`config.mk`:
```
export PLATFORM = sky130hd
export DESIGN_NAME = feature_writer
export DESIGN_NICKNAME = d
export VERILOG_FILES = /design/src/rtl/fw_pkg.sv /design/src/rtl/fw_out_reg.sv /design/src/rtl/feature_writer.sv
export SDC_FILE = /design/constraint.sdc
export NUM_CORES = 1
export LEC_CHECK = 0
export ABC_AREA = 1
export CORE_UTILIZATION = 40
export CTS_CLUSTER_DIAMETER = 60
export DETAILED_ROUTE_END_ITERATION = 6
export PLACE_DENSITY = 0.65
export SETUP_SLACK_MARGIN = 0.2
export SLEW_MARGIN = 25
export SYNTH_ARGS = -nofsm -noshare
export SYNTH_HDL_FRONTEND = slang
export SYNTH_HIERARCHICAL = 1
export SYNTH_SLANG_ARGS = --single-unit
```
`constraint.sdc`:
```
create_clock -name i_clk -period 5.5 [get_ports i_clk]
set_input_delay 1.1 -clock i_clk [delete_from_list [all_inputs] [get_ports i_clk]]
set_output_delay 1.1 -clock i_clk [all_outputs]
set_load 0.005 [all_outputs]
```
`src/rtl/fw_pkg.sv`:
```
// Shared definitions for the feature writer: FSM encoding, default geometry
// and the field layout of the output-configuration word.
package fw_pkg;

    localparam int FW_ELEM_WIDTH = 8;
    localparam int FW_PACK_RATIO = 4;

    // i_param_cfg_output layout: burst count lives in the low half-word
    localparam int CFG_BURSTS_LSB = 0;
    localparam int CFG_BURSTS_MSB = 15;
    localparam int CFG_BURSTS_W   = CFG_BURSTS_MSB - CFG_BURSTS_LSB + 1;

    localparam int FW_STATE_W = 3;

    localparam logic [2:0] ST_IDLE     = 3'd0;
    localparam logic [2:0] ST_WAIT_RDY = 3'd1;
    localparam logic [2:0] ST_REQ      = 3'd2;
    localparam logic [2:0] ST_WAIT_RSP = 3'd3;
    localparam logic [2:0] ST_DRAIN    = 3'd4;

endpackage

```
`src/rtl/fw_out_reg.sv`:
```
// Single-entry valid/ready holding register with a last flag. A load in the
// same cycle as a handshake replaces the entry without a bubble.
module fw_out_reg
    import fw_pkg::*;
#(
    parameter int WIDTH = FW_ELEM_WIDTH * FW_PACK_RATIO
) (
    input  logic             clk,
    input  logic             rst_n,
    input  logic             load,
    input  logic [WIDTH-1:0] load_data,
    input  logic             load_last,
    input  logic             flush,
    input  logic             ready,
    output logic [WIDTH-1:0] data,
    output logic             valid,
    output logic             last
);

    // Valid/ready: a word transfers on any cycle where valid and ready are
    // both high; data, valid and last stay frozen while valid && !ready.
    always_ff @(posedge clk or negedge rst_n) begin
        if (!rst_n) begin
            data  <= '0;
            valid <= 1'b0;
            last  <= 1'b0;
        end else if (flush) begin
            data  <= '0;
            valid <= 1'b0;
            last  <= 1'b0;
        end else if (load) begin
            data  <= load_data;
            valid <= 1'b1;
            last  <= load_last;
        end else if (valid && ready) begin
            valid <= 1'b0;
            last  <= 1'b0;
        end
    end

endmodule

```
`src/rtl/feature_writer.sv`:
```
// Reads gathered results one at a time, packs them into output words and
// streams them downstream. Optional response watchdog: FW_RESP_TIMEOUT_EN.
module feature_writer
    import fw_pkg::*;
#(
    parameter int ELEM_WIDTH      = FW_ELEM_WIDTH,
    parameter int PACK_RATIO      = FW_PACK_RATIO,
    parameter int READS_PER_BURST = 4,
    parameter int TIMEOUT_CYCLES  = 64
) (
    input  logic                             i_clk,
    input  logic                             i_rst_n,
    input  logic                             i_start,
    input  logic [31:0]                      i_param_cfg_output,
    input  logic                             i_gather_transfer_ready,
    input  logic                             i_gather_valid,
    input  logic [ELEM_WIDTH-1:0]            i_gather_data,
    output logic                             o_read_req,
    output logic [ELEM_WIDTH*PACK_RATIO-1:0] o_m_data,
    output logic                             o_m_valid,
    input  logic                             i_m_ready,
    output logic                             o_m_last,
    output logic                             o_busy,
    output logic                             o_done,
    output logic                             o_err,
    output logic [FW_STATE_W-1:0]            dbg_state
);

    localparam int WORD_W = ELEM_WIDTH * PACK_RATIO;
    localparam int RC_W   = $clog2(READS_PER_BURST + 1);
    localparam int EI_W   = $clog2(PACK_RATIO + 1);

    localparam logic [RC_W-1:0] LAST_READ = RC_W'(READS_PER_BURST - 1);
    localparam logic [EI_W-1:0] LAST_LANE = EI_W'(PACK_RATIO - 1);

    generate
        if (READS_PER_BURST % PACK_RATIO != 0) begin : g_bad_ratio
            $error("feature_writer: READS_PER_BURST must be a multiple of PACK_RATIO");
        end
        if (TIMEOUT_CYCLES < 1) begin : g_bad_timeout
            $error("feature_writer: TIMEOUT_CYCLES must be at least 1");
        end
    endgenerate

    logic [FW_STATE_W-1:0]   state;
    logic [CFG_BURSTS_W-1:0] n_bursts;
    logic [CFG_BURSTS_W-1:0] burst_cnt;
    logic [CFG_BURSTS_W-1:0] cfg_bursts;
    logic [RC_W-1:0]         read_cnt;
    logic [EI_W-1:0]         elem_idx;
    logic [WORD_W-1:0]       pack_q;
    logic [WORD_W-1:0]       next_word;
    logic                    done_q;

    logic start_accept;
    logic stall;
    logic gather_take;
    logic word_full;
    logic burst_end;
    logic last_burst;
    logic load;
    logic timeout;
    logic unused_cfg;

    assign cfg_bursts = i_param_cfg_output[CFG_BURSTS_MSB:CFG_BURSTS_LSB];
    assign unused_cfg = ^i_param_cfg_output[31:CFG_BURSTS_MSB+1];

    // A start landing on the o_done cycle is dropped; the caller re-issues it.
    assign start_accept = (state == ST_IDLE) && i_start && !done_q
                        && (cfg_bursts != '0);

    // The response that completes a word needs an empty (or emptying) slot.
    assign stall = (elem_idx == LAST_LANE) && o_m_valid && !i_m_ready;

    assign gather_take = (state == ST_WAIT_RSP) && i_gather_valid;
    assign word_full   = (elem_idx == LAST_LANE);
    assign burst_end   = (read_cnt == LAST_READ);
    assign last_burst  = ((burst_cnt + 16'd1) == n_bursts);
    assign load        = gather_take && word_full;

    always_comb begin
        next_word = pack_q;
        for (int i = 0; i < PACK_RATIO; i++) begin
            if (elem_idx == EI_W'(i)) begin
                next_word[i*ELEM_WIDTH +: ELEM_WIDTH] = i_gather_data;
            end
        end
    end

`ifdef FW_RESP_TIMEOUT_EN
    localparam int WD_W = $clog2(TIMEOUT_CYCLES + 1);
    localparam logic [WD_W-1:0] WD_LIMIT = WD_W'(TIMEOUT_CYCLES - 1);

    logic [WD_W-1:0] wd_cnt;
    logic            err_q;

    // Counts WAIT_RSP cycles since the last response; fires on the cycle
    // that would be the TIMEOUT_CYCLES-th without one.
    assign timeout = (state == ST_WAIT_RSP) && !i_gather_valid && (wd_cnt == WD_LIMIT);

    always_ff @(posedge i_clk or negedge i_rst_n) begin
        if (!i_rst_n) begin
            wd_cnt <= '0;
        end else if ((state != ST_WAIT_RSP) || i_gather_valid || timeout) begin
            wd_cnt <= '0;
        end else begin
            wd_cnt <= wd_cnt + WD_W'(1);
        end
    end

    always_ff @(posedge i_clk or negedge i_rst_n) begin
        if (!i_rst_n) begin
            err_q <= 1'b0;
        end else if (timeout) begin
            err_q <= 1'b1;
        end else if (start_accept) begin
            err_q <= 1'b0;
        end
    end

    assign o_err = err_q;
`else
    assign timeout = 1'b0;
    assign o_err   = 1'b0;
`endif

    always_ff @(posedge i_clk or negedge i_rst_n) begin
        if (!i_rst_n) begin
            state     <= ST_IDLE;
            n_bursts  <= '0;
            burst_cnt <= '0;
            read_cnt  <= '0;
            elem_idx  <= '0;
            pack_q    <= '0;
            done_q    <= 1'b0;
        end else begin
            done_q <= 1'b0;
            case (state)
                ST_IDLE: begin
                    if (start_accept) begin
                        n_bursts  <= cfg_bursts;
                        burst_cnt <= '0;
                        read_cnt  <= '0;
                        elem_idx  <= '0;
                        pack_q    <= '0;
                        state     <= ST_WAIT_RDY;
                    end
                end
                ST_WAIT_RDY: begin
                    if (i_gather_transfer_ready) begin
                        state <= ST_REQ;
                    end
                end
                ST_REQ: begin
                    if (!stall) begin
                        state <= ST_WAIT_RSP;
                    end
                end
                ST_WAIT_RSP: begin
                    if (gather_take) begin
                        elem_idx <= word_full ? '0 : elem_idx + EI_W'(1);
                        pack_q   <= word_full ? '0 : next_word;
                        if (!burst_end) begin
                            read_cnt <= read_cnt + RC_W'(1);
                            state    <= ST_REQ;
                        end else begin
                            read_cnt  <= '0;
                            burst_cnt <= burst_cnt + 16'd1;
                            state     <= last_burst ? ST_DRAIN : ST_WAIT_RDY;
                        end
                    end else if (timeout) begin
                        read_cnt <= '0;
                        elem_idx <= '0;
                        pack_q   <= '0;
                        state    <= ST_IDLE;
                    end
                end
                ST_DRAIN: begin
                    if (o_m_valid && i_m_ready) begin
                        done_q <= 1'b1;
                        state  <= ST_IDLE;
                    end
                end
                default: state <= ST_IDLE;
            endcase
        end
    end

    fw_out_reg #(
        .WIDTH (WORD_W)
    ) u_out_reg (
        .clk       (i_clk),
        .rst_n     (i_rst_n),
        .load      (load),
        .load_data (next_word),
        .load_last (burst_end && last_burst),
        .flush     (timeout),
        .ready     (i_m_ready),
        .data      (o_m_data),
        .valid     (o_m_valid),
        .last      (o_m_last)
    );

    assign o_read_req = (state == ST_REQ) && !stall;
    assign o_busy     = (state != ST_IDLE);
    assign o_done     = done_q;
    assign dbg_state  = state;

endmodule

```
==> results.yml <==
cts:
  numCtsBuffers: 9
  clock_sink_count: 108
  cts_tree: "done"
  clock_tree.root_cell: "clkbuf_16"
  post-cts-setup-buffer-count: 0
  cts_hold_buffers: 0
  clock_latency_late_sink_ps: 360
  cts_resized: 0
  clk_pin_slew_worst_paths_ps: 70
  clock_tree.buffer_depth: 2
  clock_tree.htree_level_count: 3
sta:
  maxSlewHeadroom_pct: 32.78
  timing.final.crit_period_ps: 3640
  fin_crit_sh_pct: 66.19
  clock_skew_ps: 8.875
  worst_slew_pin_slew_ps: 1006
  final-hold-violation-count: 0
  setup-violations-final: 0
  maxSlewViolCount: 0
  max_freq_mhz: 274.7
  postLayoutSetupSlackWorst_ps: 1860
  grt_setup_unrepaired: "no"
  timing.setup.tns_ps: 0
hold_path:
  min-delay-path-class: "flip-flop to flip-flop"
worst_setup_path:
  worstSetupPathType: "input pin to flip-flop"
  worst_ep_arrival_time_ps: 3900
  worstPathRequired_ps: 5760
  setup.worst_path.start_class: "input pin"
  crit_path_end_kind: "flip-flop"
  critPathMaxFanout: 30
layout:
  num-fill-cells: 1334
  multi_input_comb_area_um2: 2382
  nNetsFinal: 809
  drive_above_1_share_pct: 9.461
  antenna_cells: 0
  final-seq-area_um2: 2703
  area_growth_pct: 18.78
synth:
  synth_seq_cells: 108
  synth_cell_types: 40
  largest_cells_by_area_after_synthesis: "dfrtp_1 (48%), nand2_1 (15%), inv_1 (6.8%)"
  synth_enable_flop_cells: 0
  netlist.area_leader.share_pct: 47.83
  yosysSeqAreaShare_pct: 47.83
  post_synth_instance_area_um2: 5650
  netlist_instances: 693
  syn_avg_cell_area_um2: 8.154
  dominantRegCellSynth: "dfrtp_1"
  synth_top_cell_by_area: "dfrtp_1"
  yosysWarnings: 6
  postSynth.asyncResetShare_pct: 100.0
place:
  place.detailed.hpwl_mm: 9.052
  port_buffers: 69
  preCtsSetupSlack_ps: 1515
  globalplace.congestion: 0.8500
grt:
  pin_count_of_the_biggest_net_entering_global_routing: 70
  antenna_found_initial: 0
  grt_use_total_pct: 19.28
  grt.overflow.total: 0
  via_count_of_the_first_global_routing_pass: 4715
  global_route_wire_length_before_repair_mm: 22.00
routing:
  routed-via-count: 4642
  drtPass1Iterations: 4
  dr.first_iter.drc_count: 310
  wirelength_mm: 13.00
  post_drt_wl_per_cell_um: 13.81
  drt.antenna.violating_nets: 0
  drt-vias-per-instance: 4.933
  detail_route.drc_violations: 0
floorplanning:
  pin_count: 87
  die_area_um2: 14610
  floorplan.die.width_um: 120.9
  coreArea_um2: 13830
  core.rowCount: 43
  initial_utilization_pct: 40.87
  die_y_um: 120.9
flow_run:
  max-cap-violations: 0
outcome:
  status: "completed"
pwr:
  static-leakage-power_nw: 3.308
  power.density_nw_per_um2: 413.5
  peakVddDrop_mv: 0.2081
## flip-flops by register name, summed over array words and instances, names as in the netlist
signal           cells
burst_cnt           16
dbg_state            3
elem_idx             3
n_bursts            16
o_done               1
pack_q              32
read_cnt             3
u_out_reg/data      32
u_out_reg/last       1
u_out_reg/valid      1
## path summary, 6_finish.rpt
check	cells past startpoint	slack (ps)	from	to
worst min register to register	2	480	u_out_reg/data[6]	u_out_reg/data[6]
min in group asynchronous	1	850	i_rst_n	n_bursts[14]
max in group asynchronous	2	3580	i_rst_n	u_out_reg/data[5]
worst max-delay path	11	1860	i_param_cfg_output[8]	pack_q[3]
worst max register to register	11	2500	dbg_state[0]	pack_q[3]
worst min-delay path	2	480	u_out_reg/data[6]	u_out_reg/data[6]
## Yosys cell counts, types with 5 or more instances
| master | number |
|---|---|
| nand2_2 | 8 |
| clkbuf_1 | 5 |
| mux2_2 | 6 |
| inv_1 | 102 |
| o21ai_0 | 47 |
| nand3b_1 | 6 |
| nor2_1 | 42 |
| nand4_1 | 9 |
| ha_1 | 6 |
| a21oi_1 | 6 |
| nor2_4 | 9 |
| o22ai_1 | 18 |
| nand2_1 | 222 |
| nand3_1 | 34 |
| dfrtp_1 | 108 |
| o22ai_2 | 20 |
## layout make-up
type / count / share of cell area, %
flip-flops and latches: 108 / 40.27
clock inverters: 6 / 1.137
multi-input cells: 461 / 35.50
repair buffers: 70 / 10.37
clock buffers: 9 / 3.356
well taps: 180 / 3.356
inverters: 107 / 6.022
## per-stage QoR
stage                     util (%)  total power, mW  cell area (um2)  std cells  hold WS [ps]
after global routing         48.54            2.993             6711        941         519.5
after CTS                    48.54            2.794             6711        941         484.6
final                        48.54            2.775             6711        941         481.4
after global placement       46.36            2.069             6410        926         467.3
after detailed placement     46.36            2.113             6410        926         464.7
after floorplan                  -            1.928             5662        696         457.2
## worst max-delay path: stages
cell and delay [ps]:
clkdlybuf4s50_1 460, inv_1 60, nand3_1 140, nor3_1 90
nand3_1 120, nand2_4 210, nand2_4 130, inv_2 40
nor2_4 740, nand2_4 480, o22ai_1 290
## where the power goes
| part | leakage [nW] | switching [mW] | total, mW | internal [mW] |
|---|---|---|---|---|
| registers | 1.46 | 0.0923 | 1.03 | 0.942 |
| clock network | 0.149 | 0.310 | 0.671 | 0.360 |
| logic | 1.70 | 0.689 | 1.07 | 0.382 |
## cell families after synthesis
family                   after synthesis  synth area share [%]
flip-flops                           108                 47.83
AO/OA/AOI/OAI                         98                 12.02
XOR/XNOR                               2                0.3101
other                                  1               0.06637
buffers and inverters                127                 10.21
AND/OR/NAND/NOR                      345                 27.04
multiplexers                           6                 1.196
adder cells (fa/ha/maj)                6                 1.329
## layout by cell type (no fill, tap or decap), types with 4 or more instances in the layout
master and n:
inv_1 102, nand2_1 222, nor2_1 42, clkbuf_16 9, a21oi_1 6, conb_1 4
ha_1 6, nand2_2 8, nor3_1 4, o21ai_0 47, nand3b_1 6, o22ai_2 20
nand4_1 9, inv_6 4, nand3_1 34, o22ai_1 18, clkdlybuf4s50_1 68, nor2_4 9
dfrtp_1 108, mux2_2 6
## layer usage
metal / track usage, % / part of all wire, % / vias to the layer above
met4: 6.713 / 2.1 / 0
met2: 32.57 / 48 / 84
met3: 4.605 / 3.1 / 19
li1: - / - / 2315
met5: 0 / 0 / -
met1: 24.02 / 46 / 2224
Power figures use the tool's default switching activity.
